File: src/rtl/rv_pkg.sv
// rv_pkg: shared fetch-path types and defaults.
// Holds the default PC/instruction widths, the reset PC, and the
// {pc, instr} layout of one fetch buffer entry.
package rv_pkg;

  localparam int          RV_AW       = 32;
  localparam int          RV_DW       = 32;
  localparam logic [31:0] RV_RESET_PC = 32'h0000_0000;

  // One fetch buffer entry: PC in the upper half, instruction word below.
  typedef struct packed {
    logic [RV_AW-1:0] pc;
    logic [RV_DW-1:0] instr;
  } fetch_entry_t;

endpackage

File: src/rtl/fetchu_if.sv
// fetchu_if: instruction memory request/response bus.
// master = fetch unit side, slave = memory side.
interface fetchu_if #(
  parameter int AW = 32,
  parameter int DW = 32
);
  logic          o_imem_req;
  logic [AW-1:0] o_imem_addr;
  logic          i_imem_gnt;
  logic          i_imem_rvalid;
  logic [DW-1:0] i_imem_rdata;

  modport master (
    output o_imem_req, o_imem_addr,
    input  i_imem_gnt, i_imem_rvalid, i_imem_rdata
  );

  modport slave (
    input  o_imem_req, o_imem_addr,
    output i_imem_gnt, i_imem_rvalid, i_imem_rdata
  );
endinterface

File: src/rtl/fetchu_fifo.sv
// fetchu_fifo: small synchronous FIFO with flush, used both as the
// in-flight PC queue and as the instruction buffer. Depth need not be a
// power of two; pointers wrap explicitly at DEPTH-1.
module fetchu_fifo #(
  parameter int W     = 8,
  parameter int DEPTH = 2,
  parameter int CW    = $clog2(DEPTH + 1)
) (
  input  logic          clk,
  input  logic          rst,
  input  logic          flush,
  input  logic          push,
  input  logic [W-1:0]  din,
  input  logic          pop,
  output logic [W-1:0]  dout,
  output logic          empty,
  output logic [CW-1:0] count
);
  localparam int            PW   = (DEPTH > 1) ? $clog2(DEPTH) : 1;
  localparam logic [PW-1:0] LAST = PW'(DEPTH - 1);

  logic [W-1:0]  mem_q [DEPTH];
  logic [W-1:0]  mem_d [DEPTH];
  logic [PW-1:0] rd_q, rd_d, wr_q, wr_d;
  logic [CW-1:0] cnt_q, cnt_d;

  function automatic logic [PW-1:0] ptr_inc(input logic [PW-1:0] p);
    if (p == LAST) begin
      return {PW{1'b0}};
    end else begin
      return p + PW'(1'b1);
    end
  endfunction

  assign dout  = mem_q[rd_q];
  assign empty = (cnt_q == {CW{1'b0}});
  assign count = cnt_q;

  // Next pointers, occupancy and storage; flush drops every entry.
  always_comb begin
    mem_d = mem_q;
    rd_d  = rd_q;
    wr_d  = wr_q;
    cnt_d = cnt_q;
    if (flush) begin
      rd_d  = {PW{1'b0}};
      wr_d  = {PW{1'b0}};
      cnt_d = {CW{1'b0}};
    end else begin
      if (push) begin
        mem_d[wr_q] = din;
        wr_d        = ptr_inc(wr_q);
      end else begin
        wr_d = wr_q;
      end
      if (pop) begin
        rd_d = ptr_inc(rd_q);
      end else begin
        rd_d = rd_q;
      end
      case ({push, pop})
        2'b10:   cnt_d = cnt_q + CW'(1'b1);
        2'b01:   cnt_d = cnt_q - CW'(1'b1);
        default: cnt_d = cnt_q;
      endcase
    end
  end

  // State registers; storage is cleared on reset so the head reads zero.
  always_ff @(posedge clk) begin
    if (rst) begin
      for (int i = 0; i < DEPTH; i++) begin
        mem_q[i] <= {W{1'b0}};
      end
      rd_q  <= {PW{1'b0}};
      wr_q  <= {PW{1'b0}};
      cnt_q <= {CW{1'b0}};
    end else begin
      mem_q <= mem_d;
      rd_q  <= rd_d;
      wr_q  <= wr_d;
      cnt_q <= cnt_d;
    end
  end

endmodule

File: src/rtl/fetchu.sv
// fetchu: instruction fetch unit. Issues in-order word fetches under a
// credit limit, pairs each response with its PC and presents entries to
// decode through a small buffer. A jump flushes everything and drops the
// responses still in flight.
// Optional feature macro: FETCHU_MISALIGN_EN (adds o_misalign; a jump to a
// non-word-aligned target halts fetching until the next jump).
module fetchu
  import rv_pkg::*;
#(
  parameter int            AW        = RV_AW,
  parameter int            DW        = RV_DW,
  parameter logic [AW-1:0] RESET_PC  = AW'(RV_RESET_PC),
  parameter int            BUF_DEPTH = 2
) (
  input  logic          clk,
  input  logic          rst,
  fetchu_if.master      imem,
  input  logic          i_jump_valid,
  input  logic [AW-1:0] i_jump_pc,
  input  logic          i_holding,
  output logic          o_valid,
  output logic [AW-1:0] o_pc,
  output logic [DW-1:0] o_instr
`ifdef FETCHU_MISALIGN_EN
  ,
  output logic          o_misalign
`endif
);
  localparam int          CW         = $clog2(BUF_DEPTH + 1);
  localparam logic [1:0]  ST_BOOT    = 2'd0;
  localparam logic [1:0]  ST_RUN     = 2'd1;
  localparam logic [1:0]  ST_DRAIN   = 2'd2;
  localparam logic [CW:0] CREDIT_MAX = (CW + 1)'(BUF_DEPTH);

  logic [1:0]       state_q, state_d;
  logic [AW-1:0]    pc_q, pc_d;
  logic [CW-1:0]    outst_q, outst_d;
  logic [CW-1:0]    drop_q, drop_d;
  logic [CW-1:0]    jump_drop_s, buf_cnt_s;
  logic [CW:0]      occupancy_s;
  logic             fetch_on_s, req_s, grant_s, rsp_s;
  logic             drop_now_s, keep_s, pop_s, buf_empty_s, fetch_block_s;
  logic [AW-1:0]    jump_tgt_s, pcq_head_s;
  logic [AW+DW-1:0] buf_head_s;
  logic [CW-1:0]    pcq_cnt_unused;
  logic             pcq_empty_unused;

`ifdef FETCHU_MISALIGN_EN
  logic misalign_q, misalign_d;

  assign fetch_block_s = misalign_q;
  assign jump_tgt_s    = i_jump_pc;
  assign o_misalign    = !rst && misalign_q;

  // Misalign flag follows the alignment of the most recent jump target.
  always_comb begin
    if (i_jump_valid) begin
      misalign_d = (i_jump_pc[1:0] != 2'b00);
    end else begin
      misalign_d = misalign_q;
    end
  end

  // Misalign flag register.
  always_ff @(posedge clk) begin
    if (rst) begin
      misalign_q <= 1'b0;
    end else begin
      misalign_q <= misalign_d;
    end
  end
`else
  logic jump_lsb_unused;

  assign fetch_block_s   = 1'b0;
  assign jump_tgt_s      = {i_jump_pc[AW-1:2], 2'b00};
  assign jump_lsb_unused = ^i_jump_pc[1:0];
`endif

  // Credit: requests in flight plus buffered entries never exceed the buffer.
  assign rsp_s       = imem.i_imem_rvalid;
  assign fetch_on_s  = (state_q == ST_RUN) || (state_q == ST_DRAIN);
  assign occupancy_s = {1'b0, outst_q} + {1'b0, buf_cnt_s};
  assign req_s       = !rst && fetch_on_s && !i_jump_valid && !fetch_block_s &&
                       (occupancy_s < CREDIT_MAX);
  assign grant_s     = req_s && imem.i_imem_gnt;
  // A response is stale while drops are pending or when a jump lands with it.
  assign drop_now_s  = rsp_s && (drop_q != {CW{1'b0}});
  assign keep_s      = rsp_s && !drop_now_s && !i_jump_valid;
  // The response arriving with the jump is discarded now, so it is not re-counted.
  assign jump_drop_s = outst_q - CW'(rsp_s);
  assign pop_s       = o_valid && !i_holding && !i_jump_valid;

  assign imem.o_imem_req  = req_s;
  assign imem.o_imem_addr = pc_q;
  assign o_valid          = !rst && !buf_empty_s && !fetch_block_s;
  assign o_pc             = rst ? {AW{1'b0}} : buf_head_s[AW+DW-1:DW];
  assign o_instr          = rst ? {DW{1'b0}} : buf_head_s[DW-1:0];

  // Next fetch PC, in-flight/drop counters and control state.
  always_comb begin
    state_d = state_q;
    pc_d    = pc_q;
    drop_d  = drop_q;
    outst_d = outst_q + CW'(grant_s) - CW'(rsp_s);
    if (i_jump_valid) begin
      pc_d    = jump_tgt_s;
      drop_d  = jump_drop_s;
      state_d = (jump_drop_s != {CW{1'b0}}) ? ST_DRAIN : ST_RUN;
    end else begin
      if (grant_s) begin
        pc_d = pc_q + AW'(3'd4);
      end else begin
        pc_d = pc_q;
      end
      if (drop_now_s) begin
        drop_d = drop_q - CW'(1'b1);
      end else begin
        drop_d = drop_q;
      end
      case (state_q)
        ST_BOOT:  state_d = ST_RUN;
        ST_RUN:   state_d = ST_RUN;
        ST_DRAIN: state_d = (drop_d == {CW{1'b0}}) ? ST_RUN : ST_DRAIN;
        default:  state_d = ST_BOOT;
      endcase
    end
  end

  // Control registers.
  always_ff @(posedge clk) begin
    if (rst) begin
      state_q <= ST_BOOT;
      pc_q    <= RESET_PC;
      outst_q <= {CW{1'b0}};
      drop_q  <= {CW{1'b0}};
    end else begin
      state_q <= state_d;
      pc_q    <= pc_d;
      outst_q <= outst_d;
      drop_q  <= drop_d;
    end
  end

  fetchu_fifo #(.W(AW), .DEPTH(BUF_DEPTH), .CW(CW)) u_pcq (
    .clk   (clk),
    .rst   (rst),
    .flush (i_jump_valid),
    .push  (grant_s),
    .din   (pc_q),
    .pop   (keep_s),
    .dout  (pcq_head_s),
    .empty (pcq_empty_unused),
    .count (pcq_cnt_unused)
  );

  fetchu_fifo #(.W(AW + DW), .DEPTH(BUF_DEPTH), .CW(CW)) u_buf (
    .clk   (clk),
    .rst   (rst),
    .flush (i_jump_valid),
    .push  (keep_s),
    .din   ({pcq_head_s, imem.i_imem_rdata}),
    .pop   (pop_s),
    .dout  (buf_head_s),
    .empty (buf_empty_s),
    .count (buf_cnt_s)
  );

endmodule

File: src/flat_wrapper.sv
// flat-port wrapper written by rule: the top's interface ports become plain ports
module fetchu_flat import rv_pkg::*;
#(
  parameter int            AW        = RV_AW,
  parameter int            DW        = RV_DW,
  parameter logic [AW-1:0] RESET_PC  = AW'(RV_RESET_PC),
  parameter int            BUF_DEPTH = 2
)
  (clk, rst, i_jump_valid, i_jump_pc, i_holding, o_valid, o_pc, o_instr, imem_o_imem_req, imem_o_imem_addr, imem_i_imem_gnt, imem_i_imem_rvalid, imem_i_imem_rdata);
  fetchu_if #(.AW(AW), .DW(DW)) imem_i ();
  input  logic clk;
  input  logic rst;
  input  logic i_jump_valid;
  input  logic [AW-1:0] i_jump_pc;
  input  logic i_holding;
  output logic o_valid;
  output logic [AW-1:0] o_pc;
  output logic [DW-1:0] o_instr;
  output wire logic [$bits(imem_i.o_imem_req)-1:0] imem_o_imem_req;
  output wire logic [$bits(imem_i.o_imem_addr)-1:0] imem_o_imem_addr;
  input wire logic [$bits(imem_i.i_imem_gnt)-1:0] imem_i_imem_gnt;
  input wire logic [$bits(imem_i.i_imem_rvalid)-1:0] imem_i_imem_rvalid;
  input wire logic [$bits(imem_i.i_imem_rdata)-1:0] imem_i_imem_rdata;
  assign imem_o_imem_req = imem_i.o_imem_req;
  assign imem_o_imem_addr = imem_i.o_imem_addr;
  assign imem_i.i_imem_gnt = imem_i_imem_gnt;
  assign imem_i.i_imem_rvalid = imem_i_imem_rvalid;
  assign imem_i.i_imem_rdata = imem_i_imem_rdata;
  fetchu #(.AW(AW), .DW(DW), .RESET_PC(RESET_PC), .BUF_DEPTH(BUF_DEPTH)) u_core (.clk(clk), .rst(rst), .imem(imem_i), .i_jump_valid(i_jump_valid), .i_jump_pc(i_jump_pc), .i_holding(i_holding), .o_valid(o_valid), .o_pc(o_pc), .o_instr(o_instr));
endmodule
File: config.mk
export PLATFORM = sky130hd
export DESIGN_NAME = fetchu_flat
export DESIGN_NICKNAME = d
export VERILOG_FILES = /design/src/rtl/rv_pkg.sv /design/src/rtl/fetchu_if.sv /design/src/rtl/fetchu_fifo.sv /design/src/rtl/fetchu.sv /design/src/flat_wrapper.sv
export SDC_FILE = /design/constraint.sdc
export NUM_CORES = 1
export LEC_CHECK = 0
export BUFFER_PORTS_ARGS = -buffer_cell sky130_fd_sc_hd__buf_4
export CORE_MARGIN = 2
export CORE_UTILIZATION = 55
export CTS_BUF_LIST = sky130_fd_sc_hd__clkbuf_4 sky130_fd_sc_hd__clkbuf_8
export CTS_CLUSTER_DIAMETER = 120
export CTS_CLUSTER_SIZE = 20
export DETAILED_ROUTE_END_ITERATION = 8
export GPL_ROUTABILITY_DRIVEN = 0
export HOLD_SLACK_MARGIN = 0.03
export MAX_ROUTING_LAYER = met4
export PLACE_DENSITY = 0.87
export RECOVER_POWER = 100
export SETUP_SLACK_MARGIN = 0.4
export SLEW_MARGIN = 20
export SYNTH_ARGS = -nofsm -noshare
export SYNTH_HDL_FRONTEND = slang
export SYNTH_SLANG_ARGS = --single-unit
File: constraint.sdc
create_clock -name clk -period 4 [get_ports clk]
set_input_delay 0.8 -clock clk [delete_from_list [all_inputs] [get_ports clk]]
set_output_delay 0.8 -clock clk [all_outputs]
set_load 0.1 [all_outputs]
== Word-level counts from Yosys, hierarchy flattened ==
Index checks and enable logic that the tools add are counted.
Word-level totals
  logic and storage cells: 99
  register bits: 236
  output and inout bits: 98
Cells by class
  bitwise gates (word level): 5
  reductions and logical operators: 29
  equal/unequal tests: 4
  mux-type cells: 28
  add/sub/neg operators: 12
  order comparisons: 7
Operators with widths (number)
  32-bit two-way mux: 8
  64-bit two-way mux: 4
  128-bit bitwise mux: 1
  64-bit bitwise mux: 1
  64-bit demux with 1-bit select: 1
  32-bit by 3-bit adder with 32-bit output (second input constant): 1
  32-bit demux with 1-bit select: 1
  1-bit logical AND: 12
  2-bit two-way mux: 6
  2-bit >= comparator (second input constant): 4
  1-bit NOT with 2-bit output: 4
  2-bit one-hot mux with 2 select lines: 2
  2-bit nonzero test: 4
  2-bit logical NOT: 3
  1-bit logical NOT: 5
  1-bit adder (second input constant): 4
  2-bit by 1-bit == test with 1-bit output (second input constant): 2
  2-bit == test (second input constant): 2
  2-bit by 1-bit less-than comparator with 1-bit output (second input constant): 2
  1-bit two-way mux: 4
  2-bit AND reduction: 2
  2-bit OR reduction: 2
  2-bit by 1-bit subtractor with 2-bit output: 2
  2-bit by 1-bit subtractor with 2-bit output (second input constant): 2
  6 further kinds: 6

== Depth between registers and ports, before layout ==
  depth after elaboration: 8
  mapped depth: 10
  gate-level depth less buffers: 9

== Cells and area by module ==
A second synthesis with hierarchy kept.
Unflattened totals
  cell total of the unflattened synthesis: 1328
  area, all modules: 10855.4 sq um
By module, submodules not included
  fetchu_fifo at u_core.u_buf: area each 5377.7 sq um, cells each 647, times used 1, seq. area each 2642.5 sq um
  fetchu_fifo at u_core.u_pcq: area each 2787.7 sq um, cells each 335, times used 1, seq. area each 1361.3 sq um
  fetchu: area each 2690.1 sq um, cells each 346, times used 1, seq. area each 720.7 sq um

== Worst setup path before layout ==
Ideal clock, no wire load.
  kind: input -> output
  from: in i_jump_valid
  to: out imem_o_imem_req
  data arrival time: 4570 ps
  slack: -1370 ps
  buffers on the path: 2
  stages: 4
  data required time: 3200 ps
  cell sequence: buf_2 -> or2_2 -> clkbuf_1 -> nor4b_1
On the way
  word-level cells in the longest chain between the ends: 3
Ends and longest elaborated chain
  start, declared: RTL line flat_wrapper.sv:13  | input logic i_jump_valid;
  1-bit logical NOT: RTL line fetchu.sv:84  | assign req_s = !rst && fetch_on_s && !i_jump_valid && !fetch_block_s &&
  1-bit logical AND (2 in series): RTL line fetchu.sv:84
  end, declared: RTL line flat_wrapper.sv:19  | output wire logic [$bits(imem_i.o_imem_req)-1:0] imem_o_imem_req;
Every way passes these cells.

== Final worst setup path ==
  from: reg u_core.u_buf.rd_q
  to: out o_pc[20]
On the way
  word-level cells in the longest chain between the ends: 5
Ends and longest elaborated chain
  start, declared: RTL line fetchu_fifo.sv:24  | logic [PW-1:0] rd_q, rd_d, wr_q, wr_d;
  start signal, assigned: RTL line fetchu_fifo.sv:75  | rd_q <= {PW{1'b0}};
  start signal, assigned: RTL line fetchu_fifo.sv:80  | rd_q <= rd_d;
  1-bit NOT with 2-bit output (implied by the code): RTL line fetchu_fifo.sv:35  | assign dout = mem_q[rd_q];
  64-bit two-way mux (implied by the code) (3 in series): RTL line fetchu_fifo.sv:35
  32-bit two-way mux: RTL line fetchu.sv:97  | assign o_pc = rst ? {AW{1'b0}} : buf_head_s[AW+DW-1:DW];
  end, declared: RTL line flat_wrapper.sv:17  | output logic [AW-1:0] o_pc;
Every way passes these cells. The select of a mux whose other input is x is not followed.

==> metrics <==
critical path buffer and inverter count 1; largest area contributor in the netlist dfxtp_1; Synth Area per Inst 8.05 µm²; # H-tree levels 1; number of cells produced by synthesis 1229; Leakage 3.68 nW; vias in the first global route 7902; HPWL after DPL 15300 µm; initial antenna violation count 0; Critical Path End Type primary output; Crit path required time 3.20 ns; antenna viol nets, final 0; first-pass GRT wire length 38800 µm; GRT Util Overall 24.3%; Yosys warnings 0; clk sinks 226; CP cell instances mux2i_1, nor2_1, clkbuf_1; cell family with most CP delay flip-flops; critical path depth 3; WL per Instance 15.0 µm; DR vias/cell 5.64; Final nets 1402; CP max stage delay 0.92 ns; die height 138 µm; Post-CTS Hold Buffers 0; reg2reg path depth 9; Synth Register Bits 226; Max Slew Vio Count 160; run status finished, violations left; post-synthesis sequential area ratio 45.8%; Clock Latency Late Sink 0.52 ns; pin slew with the least headroom to its limit 1.82 ns; # port buffers 161; total wire length 23300 µm; largest net degree at the start of global routing 103; Synth top area share 45.8%; die width 138 µm; crit share post-route 88.1%; clock skew 0.0349 ns; setup violators final 0; most common library cells after synthesis nand2_1, dfxtp_1, nor2_1; synth unique cells 53; hold violation count in the final report 0; CP arrival 2.72 ns; WS Path Type reg -> out; CTS max path bufs 3; Root Buffer clkbuf_8; placed cells 1534; CTS tree built; core area 0.0178 mm²; worst min-delay path class in -> reg; Slew HR -21.5%; Area contributors post-synth dfxtp_1, nand2_1, mux2i_1, a21oi_1, nor2_1; post-route insts no fill 1552; crit-path max FO 48; Reg clk slew, reported paths 0.13 ns; most frequent cell after synthesis nand2_1; PostCTS Resize Cnt 0; EDFF count, synth 0; total CTS buffers 15; number of max-cap violations 3; pwr dens 384 mW/mm²; DR vias 8749; Achievable Freq 0.284 GHz; Layout area overhead 12.0%; ant diodes 0; CP startpoint kind flip-flop; CP max-delay cell dfxtp_4; setup_tns 0 ns; die area 0.0191 mm²; layout cells sized above 1 10.2%; postcts setup bufs 0; prevailing post-synth register cell dfxtp_1; fraction of registers with async set/reset 0%; Max VDD drop 278 µV; Syn Std Cell Area 0.00989 mm²; failing checks capacitance limit, slew limit; Starting Density 55.6%; number of I/O pins 168; DRT iter0 DRCs 723; first drt pass iteration count 5; hold path cells 3; Placement Rows 49; RSZ-0062 raised after global routing no; DR DRC count 0; total gr overflow 0; Final min period 3.52 ns
[power breakdown]
group | total (W) | switching, W | internal (W)
clock | 0.00107 | 0.000703 | 0.000368
sequential | 0.00240 | 0.0000790 | 0.00233
combinational | 0.000771 | 0.000579 | 0.000193
total | 0.00425 | 0.00136 | 0.00289
[final cells by class]
| cell class | count | area [µm²] |
|---|---|---|
| sequential | 226 | 4530 |
| multi-input combinational | 890 | 4950 |
| fill | 1604 | 6710 |
| tap | 229 | 287 |
| timing repair buffer | 177 | 1030 |
| clock inverter | 2 | 23.8 |
| inverter | 12 | 45.0 |
| clock buffer | 16 | 214 |
[sequential cells by signal (all words and copies together) (netlist names)]
register and flops:
u_core.outst_q 2, u_core.u_pcq.mem_q 60, u_core.u_pcq.wr_q 1, u_core.u_buf.rd_q 1, u_core.u_buf.mem_q 124, u_core.state_q 2, u_core.u_buf.wr_q 1, u_core.u_buf.count 2
u_core.drop_q 2, u_core.u_pcq.rd_q 1, u_core.imem.o_imem_addr 30
[final timing paths]
check                              start                          end  slack [ns]
setup / recovery       u_core.u_buf.rd_q                     o_pc[20]        0.48
hold / removal             i_jump_pc[28]  u_core.imem.o_imem_addr[28]        0.46
setup reg to reg   u_core.u_buf.count[0]       u_core.u_pcq.mem_q[11]        0.67
hold reg to reg   u_core.u_pcq.mem_q[52]       u_core.u_pcq.mem_q[52]        0.46
[through the flow]
| step | hold WS, ns | setup WS (ns) | instance area (µm²) | utilization, % | power (W) |
|---|---|---|---|---|---|
| 3_5_place_dp | 0.446 | 0.975 | 11200 | 62.8 | 0.00326 |
| 2_1_floorplan | 0.436 | 0.597 | 9910 | - | 0.00305 |
| 4_1_cts | 0.431 | 0.851 | 11400 | 64.1 | 0.00430 |
| 6_report | 0.457 | 0.477 | 11100 | 62.3 | 0.00425 |
| 3_3_place_gp | 0.441 | 1.02 | 11200 | 62.8 | 0.00324 |
| 5_1_grt | 0.426 | 0.364 | 11100 | 62.3 | 0.00442 |
[cells in the final DEF, fill, tap and decap left out, drive strengths merged, types with 3 or more instances in the layout]
cell type / Yosys / layout
o21ai: 7 / 7
and4: 4 / 4
nor3: 4 / 4
clkbuf: 90 / 109
xor2: 9 / 9
nor2: 156 / 156
mux2i: 96 / 96
ha: 9 / 9
o22ai: 5 / 5
dfxtp: 226 / 226
a211oi: 68 / 68
nor4: 8 / 8
a31oi: 4 / 4
inv: 12 / 13
nand3: 13 / 13
nand2: 282 / 282
conb: 1 / 4
nand4: 16 / 16
buf: 14 / 84
a21oi: 148 / 148
and3: 8 / 8
or3: 7 / 7
mux2: 3 / 3
xnor2: 9 / 9
[worst reg2reg max path, stage by stage, from the launching register on]
cell and delay [ns]:
dfxtp_1 0.42, and2_0 0.17, fa_1 0.48, and4bb_1 0.66, nand2_1 0.28, inv_1 0.37, nand2_1 0.10, clkbuf_2 0.42
nand2_1 0.22, a21oi_1 0.08
[cells by family after synthesis]
kind of cell | Yosys count | share of synthesized area (%)
other | 1 | 0.0379
DFF | 226 | 45.8
AOI/OAI and AO/OA | 246 | 14.8
xor gates and xnor gates | 18 | 1.59
muxes | 99 | 10.1
and+or+nand+nor | 513 | 21.8
buffers and inverters | 116 | 4.62
adders and majority gates | 10 | 1.34
[metal layers]
metal	vias up	share of wire (%)	global-route usage, %	routed length, µm
met2	308	46	37.3	10600
met3	26	6.6	3.26	1530
met1	4074	47	34.3	10900
met4	0	1.3	5.75	309
li1	4341	-	-	-
met5	-	0	-	0
Power figures use the tool's default switching activity.
